<file path="config.mk">
export PLATFORM = sky130hd
export DESIGN_NAME = fpga_bridge_vc_sched
export DESIGN_NICKNAME = d
export VERILOG_FILES = /design/src/rtl/fpga_bridge_vc_sched.sv
export SDC_FILE = /design/constraint.sdc
export NUM_CORES = 1
export LEC_CHECK = 0
export BUFFER_PORTS_ARGS = -buffer_cell sky130_fd_sc_hd__buf_2
export CORE_MARGIN = 3
export CORE_UTILIZATION = 30
export CTS_CLUSTER_DIAMETER = 100
export DETAILED_ROUTE_END_ITERATION = 12
export SETUP_SLACK_MARGIN = 0.05
export SLEW_MARGIN = 20
export SYNTH_ARGS = -nofsm -noshare
export SYNTH_HDL_FRONTEND = slang
export SYNTH_SLANG_ARGS = --single-unit
</file>
<file path="constraint.sdc">
create_clock -name clk -period 3.4 [get_ports clk]
set_input_delay 0.51 -clock clk [delete_from_list [all_inputs] [get_ports clk]]
set_output_delay 0.51 -clock clk [all_outputs]
set_load 0.01 [all_outputs]
</file>
<file path="src/rtl/fpga_bridge_vc_sched.sv">
// fpga_bridge_vc_sched: credit-based round-robin scheduler for three virtual channels onto one link.
// Define FPGA_BRIDGE_VC_SCHED_STATS_EN to enable the per-channel sent-flit counters.
module fpga_bridge_vc_sched #(
   parameter int CREDIT_INIT = 8,
   parameter int CREDIT_W    = 8
) (
   input  logic                  clk,
   input  logic                  rst,
   input  logic [2:0]            req_val,
   output logic [2:0]            req_rdy,
   input  logic [2:0]            credit_back,
   output logic                  out_val,
   output logic [1:0]            out_channel,
   output logic [3*CREDIT_W-1:0] credit_cnt,
   output logic                  cred_ovf,
   output logic [95:0]           flit_cnt
);
   localparam logic [CREDIT_W-1:0] INIT = CREDIT_W'(CREDIT_INIT);
   logic [CREDIT_W-1:0] cred [3];
   logic [1:0] last_grant, start, gch;
   logic [2:0] elig, rot, pick, grant;
   for (genvar g = 0; g < 3; g++) begin : g_ch
      assign elig[g] = req_val[g] && cred[g] != '0;
      assign credit_cnt[g*CREDIT_W +: CREDIT_W] = cred[g];
   end
   // Rotate eligibility so the channel after last_grant sits at bit 0, pick lowest, rotate back.
   always_comb begin
      start = last_grant == 2'd3 ? 2'd0 : last_grant;
      rot = start == 2'd1 ? {elig[0], elig[2:1]} : start == 2'd2 ? {elig[1:0], elig[2]} : elig;
      pick = rot[0] ? 3'b001 : rot[1] ? 3'b010 : rot[2] ? 3'b100 : 3'b000;
      grant = start == 2'd1 ? {pick[1:0], pick[2]} : start == 2'd2 ? {pick[0], pick[2:1]} : pick;
      gch = grant[0] ? 2'd1 : grant[1] ? 2'd2 : grant[2] ? 2'd3 : 2'd0;
      req_rdy = rst ? 3'b000 : grant;
   end
   always_ff @(posedge clk) begin
      if (rst) begin
         out_val <= 1'b0;
         out_channel <= 2'd0;
         last_grant <= 2'd3;
         cred_ovf <= 1'b0;
         for (int k = 0; k < 3; k++) cred[k] <= INIT;
      end else begin
         out_val <= |grant;
         out_channel <= gch;
         if (|grant) last_grant <= gch;
         for (int k = 0; k < 3; k++) begin
            if (grant[k] && !credit_back[k]) cred[k] <= cred[k] - CREDIT_W'(1);
            else if (!grant[k] && credit_back[k]) begin
               if (cred[k] == INIT) cred_ovf <= 1'b1;
               else cred[k] <= cred[k] + CREDIT_W'(1);
            end
         end
      end
   end
`ifdef FPGA_BRIDGE_VC_SCHED_STATS_EN
   logic [31:0] fc [3];
   always_ff @(posedge clk) begin
      for (int k = 0; k < 3; k++) fc[k] <= rst ? 32'd0 : grant[k] ? fc[k] + 32'd1 : fc[k];
   end
   for (genvar g = 0; g < 3; g++) begin : g_fc
      assign flit_cnt[32*g +: 32] = fc[g];
   end
`else
   assign flit_cnt = '0;
`endif
endmodule

</file>
==> results of run 1 <==
## cells by family after synthesis
family / count (synthesis) / synth area share
AND/OR/NAND/NOR: 93 / 0.168
adder cells (fa/ha/maj): 16 / 0.0752
XOR/XNOR: 14 / 0.0428
flip-flops: 30 / 0.294
buffers and inverters: 112 / 0.274
AO/OA/AOI/OAI: 56 / 0.137
multiplexers: 2 / 0.00787
other: 1 / 0.00131
## critical path, delay by kind of cell (launching register included)
family | cells | cell delay (ns)
and+or+nand+nor | 5 | 0.86
AOI/OAI and AO/OA | 5 | 0.84
adders and majority gates | 2 | 0.47
DFF | 1 | 0.41
buffers and inverters | 2 | 0.22
xor gates and xnor gates | 1 | 0.17
## registers in the layout, indices dropped and copies added (netlist names)
name / flops
out_val: 1
last_grant: 2
out_channel: 2
cred_ovf: 1
cred: 24
## layer usage
layer,vias to the layer above,wire (um),global-route usage
met1,1059,2940,0.142
met5,-,0,0
li1,1074,-,-
met3,4,369,0.0262
met4,0,45,0.0247
met2,81,3150,0.189
## power breakdown
part | total, mW | internal [mW] | leakage (nW) | switching [mW]
Clock | 0.369 | 0.216 | 0.0579 | 0.153
Combinational | 1.40 | 0.634 | 1.14 | 0.764
Sequential | 0.695 | 0.577 | 0.303 | 0.118
Total | 2.46 | 1.43 | 1.50 | 1.04
## metrics by stage
stage                     total power [mW]  TNS (ns)
after floorplan                       1.68         0
after global placement                1.97         0
after detailed placement              2.00         0
after CTS                             2.38         0
after global routing                  2.66   -0.0140
final                                 2.46         0
## cells in the mapped netlist (2+ instances only)
cell type	number
edfxtp_1	24
fa_1	2
xnor2_1	8
clkbuf_1	4
o21bai_1	2
dfxtp_1	6
or4_4	2
nand2b_1	5
nor4_1	2
a21oi_1	18
nand2_1	18
o21ai_0	8
ha_1	14
a311oi_1	3
nand3_1	7
xor2_1	6
buf_4	96
nand3b_1	3
and2_1	3
nor2_1	31
buf_2	3
or3_1	3
nand4b_1	2
or4_1	2
nor3_1	7
inv_1	9
o2111ai_2	2
a31oi_1	6
a21o_1	6
## area by class of cell
cell class / instances / share of cell area
Sequential cell: 30 / 0.259
Timing Repair Buffer: 66 / 0.123
Clock inverter: 3 / 0.0123
Multi-Input combinational cell: 277 / 0.524
Tap cell: 129 / 0.0497
Clock buffer: 5 / 0.0212
Inverter: 9 / 0.0104
## repair_timing
action,4_1_cts,5_1_grt
endpoints found under the setup margin,0,6
gates resized for setup,0,6
setup buffers,0,10
## path summary, 6_finish.rpt
kind                                    to  cells past startpoint           start  slack (ns)
worst max-delay path            cred[1][6]                     15      cred[2][1]        0.17
worst max register to register  cred[1][6]                     15      cred[2][1]        0.17
worst min-delay path              cred_ovf                      3  credit_back[2]        0.55
worst min register to register    cred_ovf                      2        cred_ovf        0.57
==> qor.txt, run 1 <==
worst-path maximum fanout: 4
Worst path max stage delay: 0.43 ns
Final Max Tran Viols: 0
FP Rows: 35
Starting Density: 0.310
htree depth: 2
post-DP HPWL: 4.87 mm
DR vias/cell: 4.27
CP max stage cell: or3b_4
P&R area growth vs syn: 13.3%
final setup violation count: 0
core area: 9240 um2
# fillers: 987
Synth area leaders: buf_4 (25%), edfxtp_1 (25%), ha_1 (6.1%), dfxtp_1 (4.2%), nor2_1 (4.1%)
Synth top area share: 0.252
PwrDens: 759 nW/um2
max_cap viols: 0
fin util: 0.351
async set or reset register ratio after synthesis: 0
final std cells w/o fill: 519
worst path required time: 3.43 ns
max_slew headroom: 0.559
vias post-DR: 2218
Seq/Total Area, Yosys: 0.294
HP Class: input pin to flop
initial DRC count: 77
die width: 104 um
DRC Markers: 0
CTS tree: built
CP Capture Type: flop
first-pass GRT wire length: 9.80 mm
Least-Margin Pin Slew: 0.658 ns
Final nets: 413
placed instance count: 501
DR pass1 iterations: 4
status: complete, no violations
Post-DRT Antenna Nets: 0
# diodes: 0
DRT Wirelength: 6.51 mm
final worst-path cycle share: 0.950
worst skew pair latency: 0.28 ns
CTS Sinks: 30
fmax: 0.309 GHz
Num CTS Buffers: 5
hold_ws: 0.552 ns
CP startpoint kind: flop
DP Area: 3040 um2
synthesized area: 2860 um2
GP Congestion: 0.817
IO Pins: 135
area leader, netlist: buf_4
Die Y-Extent: 104 um
final setup skew: 0.00902 ns
number of synthesis warnings: 0
Yosys cell types: 51
leading cell types in the layout, fill and taps excluded: conb_1 (96), buf_2 (38), nor2_1 (30), buf_4 (28), edfxtp_1 (24)
Hold Vio Cnt, Final: 0
Final min period: 3.23 ns
EDFF count, synth: 24
critical path class: flop to flop
CTS Buffer Depth: 2
# hold bufs at CTS: 0
Clk pin slew, worst setup/hold paths: 0.08 ns
pre-CTS setup slack: 0.113 ns
storage element area: 841 um2
final worst slack: 0.169 ns
Multi-input gate area: 1700 um2
crit-path cells: inv_2, ha_2, or3b_4, o2111ai_4, o2111ai_4, nand4b_1, buf_4, ha_1, a21oi_2, nor2_1, nor2_2, o21bai_1, a21oi_1, xor2_1, nor2_1
peak supply drop: 0.308 mV
fin area: 3240 um2
drt wl/cell: 12.5 um
largest net degree at the start of global routing: 21
clk root buf: clkbuf_8
vias in the first global route: 2001
Post-Syn Instances: 324
Total Routing Usage GR: 0.110
arrival time worst endpoint: 3.26 ns
mean post-synth cell area: 8.84 um2
port bufs: 38
share of layout cells above drive strength 1: 0.256
initial antenna violation count: 0
grt ovf: 0
P_leak: 1.50 nW
leading cell type in the layout, fill and taps excluded: conb_1
die area: 10800 um2
#FFs+latches synth: 30
Synth Flop Type: edfxtp_1
Note: power is estimated with default switching activity, not from simulation.
==> run 2, diff against run 1 <==
==> constraint.sdc (replaced) <==
create_clock -name clk -period 3.5 [get_ports clk]
set_input_delay 0.525 -clock clk [delete_from_list [all_inputs] [get_ports clk]]
set_output_delay 0.525 -clock clk [all_outputs]
set_load 0.01 [all_outputs]
==> run 2 against run 1 <==
Net effect: count of clock-buffer cells in the layout did not move; via count shrank 2.4%; combinational power decreased by 9%; register-to-register slack is essentially flat; critical path depth down 3; critical endpoint is now cred[0][6]; largest cell class unchanged; largest power group unchanged.
==> qor.txt, run 2 (same netlist as run 1, synthesis figures left out) <==
r2r startpoint: cred[0][1]
DRT Wirelength: 6.26 mm
min-delay src: cred_ovf
initial antenna violation count: 0
Final Max Tran Viols: 0
CP startpoint kind: flop
core area: 9240 um2
final worst slack: 0.171 ns
CP dominant cell by count: a21o_1
# diodes: 0
CTS tree: built
drt wl/cell: 12.2 um
final worst-path cycle share: 0.951
initial DRC count: 90
vias post-DR: 2165
arrival time worst endpoint: 3.36 ns
CTS Buffer Depth: 2
largest registers: cred x24, last_grant x2, out_channel x2
final std cells w/o fill: 513
final setup skew: 0.00865 ns
DR pass1 iterations: 4
FP Rows: 35
P&R area growth vs syn: 11.5%
port bufs: 38
leading cell type in the layout, fill and taps excluded: conb_1
CTS Sinks: 30
Final min period: 3.33 ns
Final nets: 407
r2r setup slk: 0.17 ns
first-pass GRT wire length: 9.55 mm
CP max stage cell: or4_4
PwrDens: 742 nW/um2
HP Class: flop to flop
crit-path cells: or4_4, o21ai_2, nand4b_4, nand4b_1, buf_4, fa_1, a21o_1, a21o_1, a21o_1, a21oi_1, xor2_1, nor2_1
CP Capture Type: flop
die width: 104 um
Worst path max stage delay: 0.59 ns
grt ovf: 0
P_leak: 1.48 nW
Total Routing Usage GR: 0.108
Worst Setup SP: cred[0][1]
Least-Margin Pin Slew: 0.554 ns
max reg flops: 24
largest net degree at the start of global routing: 19
Total Power: 2.37 mW
Most flops, register: cred
worst-path maximum fanout: 4
GP Congestion: 0.793
share of layout cells above drive strength 1: 0.227
critical path class: flop to flop
clk root buf: clkbuf_8
Num CTS Buffers: 5
post-DP HPWL: 4.92 mm
RSZ-0062 raised after global routing: true
status: complete, no violations
die area: 10800 um2
htree depth: 2
Starting Density: 0.310
leading cell types in the layout, fill and taps excluded: conb_1 (96), buf_2 (38), nor2_1 (30), edfxtp_1 (24), buf_4 (22)
peak supply drop: 0.219 mV
Die Y-Extent: 104 um
pre-CTS setup slack: 0.0960 ns
DRC Markers: 0
Hold Vio Cnt, Final: 0
max_cap viols: 0
setup TNS: 0 ns
worst skew pair latency: 0.28 ns
placed instance count: 504
vias in the first global route: 1906
Post-DRT Antenna Nets: 0
max_slew headroom: 0.627
# hold bufs at CTS: 0
DR vias/cell: 4.22
Clk pin slew, worst setup/hold paths: 0.07 ns
worst path required time: 3.53 ns
IO Pins: 135
final setup violation count: 0
fmax: 0.300 GHz
## run 2: cell count changes in the layout (fill, tap and decap cells not counted), moves of 2 or more
cell      change
a21oi_2       -2
or4_4         +2
buf_4         -6
a21oi_1       +2
inv_2         -2
ha_1          +2
or4_1         -2
o21ai_0       +2
inv_1         +2
clkinv_2      -2
## run 2: worst max-delay path: cells and delay by family, from the launching register on
family	cells	cell delay, ns
adder cells (fa/ha/maj)	1	0.41
AND/OR/NAND/NOR	4	0.97
AO/OA/AOI/OAI	5	0.91
flip-flops	1	0.41
XOR/XNOR	1	0.19
buffers and inverters	1	0.20
## run 2: final timing paths
| kind | endpoint | cells past startpoint |
|---|---|---|
| worst max register to register | cred[0][6] | 12 |
| worst min register to register | cred_ovf | 2 |
| worst max-delay path | cred[0][6] | 12 |
| worst min-delay path | cred_ovf | 2 |
## run 2: where the power goes
group,internal [mW],switching (mW)
sequential,0.560,0.104
combinational,0.571,0.709
clock,0.282,0.141
total,1.41,0.954
## run 2: layout make-up
| type | count | area [um2] |
|---|---|---|
| Fill cell | 959 | 6050 |
| Multi-Input combinational cell | 277 | 1670 |
| Sequential cell | 30 | 841 |
| Clock buffer | 5 | 68.8 |
| Tap cell | 129 | 161 |
| Inverter | 9 | 33.8 |
| Timing Repair Buffer | 60 | 355 |
| Clock inverter | 3 | 63.8 |
## run 2: through the flow
stage                     area, um2  hold slack [ns]  utilization
after floorplan                3260            0.570            -
after global placement         3020            0.548        0.327
after detailed placement       3020            0.553        0.327
after CTS                      3150            0.567        0.341
after global routing           3190            0.594        0.345
final                          3190            0.553        0.345
## run 2: routing by layer
layer,vias up,global-route usage,share of wire,routed length (um)
li1,1059,-,-,-
met1,1022,0.132,0.42,2650
met2,82,0.191,0.50,3130
met3,2,0.0318,0.071,446
met4,0,0.0218,0.0046,29
met5,-,0,0,0
## run 2: repair_timing
action                                  in CTS  in global routing
endpoints found under the setup margin       0                  4
buffers inserted                             0                  1
resized for setup                            0                  7
hold endpoints to repair                     0                  0
==> run 3, diff against run 2 <==
--- a/config.mk
+++ b/config.mk
@@ -5,11 +5,13 @@
 export SDC_FILE = /design/constraint.sdc
 export NUM_CORES = 1
 export LEC_CHECK = 0
+export ABC_AREA = 0
 export BUFFER_PORTS_ARGS = -buffer_cell sky130_fd_sc_hd__buf_2
 export CORE_MARGIN = 3
 export CORE_UTILIZATION = 30
 export CTS_CLUSTER_DIAMETER = 100
 export DETAILED_ROUTE_END_ITERATION = 12
+export RECOVER_POWER = 50
 export SETUP_SLACK_MARGIN = 0.05
 export SLEW_MARGIN = 20
 export SYNTH_ARGS = -nofsm -noshare
==> run 3 against run 2 <==
Net effect: flip-flop and latch count unchanged; utilization down 0.74 points; via count down 0.37%; register-to-register slack about the same; sequential power about the same; highest routed layer unchanged; largest cell class unchanged.
==> qor.txt, run 3 (same netlist as run 1, synthesis figures left out) <==
GP Congestion: 0.793
drt wl/cell: 12.2 um
critical path class: flop to flop
clk root buf: clkbuf_8
CP max stage cell: or4_4
vias in the first global route: 1906
IO Pins: 135
FP Rows: 35
core area: 9240 um2
first-pass GRT wire length: 9.55 mm
share of layout cells above drive strength 1: 0.151
final setup violation count: 0
worst path required time: 3.53 ns
leading cell types in the layout, fill and taps excluded: conb_1 (96), nor2_1 (30), clkbuf_1 (29), edfxtp_1 (24), buf_2 (22)
HP Class: flop to flop
Die Y-Extent: 104 um
DP Area: 3020 um2
# diodes: 0
DRT Wirelength: 6.28 mm
initial antenna violation count: 0
Net Sw Frac: 0.414
Final nets: 407
post-DP HPWL: 4.92 mm
CP startpoint kind: flop
RSZ-0062 raised after global routing: true
Clock power frac: 0.183
leading cell type in the layout, fill and taps excluded: conb_1
peak supply drop: 0.218 mV
internal power: 1.35 mW
final worst-path cycle share: 0.949
largest net degree at the start of global routing: 19
Least-Margin Pin Slew: 0.574 ns
die area: 10800 um2
# hold bufs at CTS: 0
final setup skew: 0.00630 ns
Final min period: 3.32 ns
htree depth: 2
crit-path cells: or4_4, o21ai_2, nand4b_4, nand4b_1, buf_4, fa_1, a21o_1, a21o_1, a21o_1, a21oi_1, xor2_1, nor2_1
grt ovf: 0
arrival time worst endpoint: 3.35 ns
Num CTS Buffers: 5
max_cap viols: 0
DR pass1 iterations: 4
WHS Path Cells: 2
# fillers: 972
CTS Buffer Depth: 2
Starting Density: 0.310
Hold Vio Cnt, Final: 0
initial DRC count: 89
largest registers: cred x24, last_grant x2, out_channel x2
worst-path maximum fanout: 4
CTS Sinks: 30
max reg flops: 24
vias post-DR: 2157
Post-DRT Antenna Nets: 0
DRC Markers: 0
PwrDens: 739 nW/um2
Most flops, register: cred
Worst path max stage delay: 0.59 ns
CP Capture Type: flop
P_leak: 1.38 nW
max_slew headroom: 0.616
fmax: 0.301 GHz
Net Sw Power: 0.955 mW
port bufs: 38
logic depth of the worst path, buffers included: 12
fin area: 3120 um2
crit path buf inv count: 1
CTS tree: built
hold_ws: 0.559 ns
sequential share of power: 0.288
DR vias/cell: 4.20
Clk pin slew, worst setup/hold paths: 0.07 ns
Final Max Tran Viols: 0
worst r2r path cells: 12
CP dominant cell by count: a21o_1
Total Routing Usage GR: 0.108
die width: 104 um
P&R area growth vs syn: 9.05%
CP delay by family, top: simple AND/OR/NAND/NOR gates
setup TNS: 0 ns
Comb pwr share: 0.528
worst skew pair latency: 0.28 ns
status: complete, no violations
-- run 3: changes by cell type in the layout (fill, tap and decap cells not counted) --
cell,change
clkbuf_1,+29
buf_2,-16
buf_4,-13
and2_0,+1
and2_1,-1
-- run 3: layer usage --
layer  vias to the layer above  routed length (um)  track usage
met5                         -                   0            0
met4                         0                  29       0.0218
met3                         2                 445       0.0318
met2                        76                3130        0.191
met1                      1017                2680        0.132
li1                       1062                   -            -
-- run 3: cell type report --
| cell class | instances | area, um2 | area share |
|---|---|---|---|
| well taps | 129 | 161 | 0.0517 |
| flip-flops and latches | 30 | 841 | 0.269 |
| multi-input cells | 277 | 1670 | 0.534 |
| repair buffers | 60 | 287 | 0.0918 |
| clock inverters | 3 | 63.8 | 0.0204 |
| clock buffers | 5 | 68.8 | 0.0220 |
| inverters | 9 | 33.8 | 0.0108 |
-- run 3: power by group through the flow --
stage | registers, mW | clock network (mW) | logic (mW)
after floorplan | 0.740 | 0 | 0.850
after global placement | 0.669 | 0 | 1.22
after detailed placement | 0.674 | 0 | 1.23
after CTS | 0.666 | 0.433 | 1.24
after global routing | 0.686 | 0.449 | 1.36
final | 0.665 | 0.423 | 1.22
-- run 3: stage by stage --
stage / setup WS (ns) / total power [mW] / std cells / utilization
global placement: 0.172 / 1.88 / 504 / 0.327
floorplan: 0.0403 / 1.59 / 419 / -
CTS: 0.0802 / 2.34 / 512 / 0.341
global route: 0.0348 / 2.50 / 513 / 0.338
detailed placement: 0.0960 / 1.91 / 504 / 0.327
finish: 0.180 / 2.31 / 513 / 0.338
-- run 3: final timing paths --
path / start / to / slack, ns
max: cred[0][1] / cred[0][6] / 0.18
min: cred_ovf / cred_ovf / 0.56
max reg2reg: cred[0][1] / cred[0][6] / 0.18
min reg2reg: cred_ovf / cred_ovf / 0.56
-- run 3: repair_timing --
| action | in CTS | in global routing |
|---|---|---|
| gates resized for setup | 0 | 7 |
| endpoints found under the setup margin | 0 | 4 |
| setup buffers | 0 | 1 |
-- run 3: worst min-delay path, cell delays in order, from the launching register on --
cell and delay (ns):
dfxtp_1 0.34, nor3_1 0.06, a21oi_1 0.13
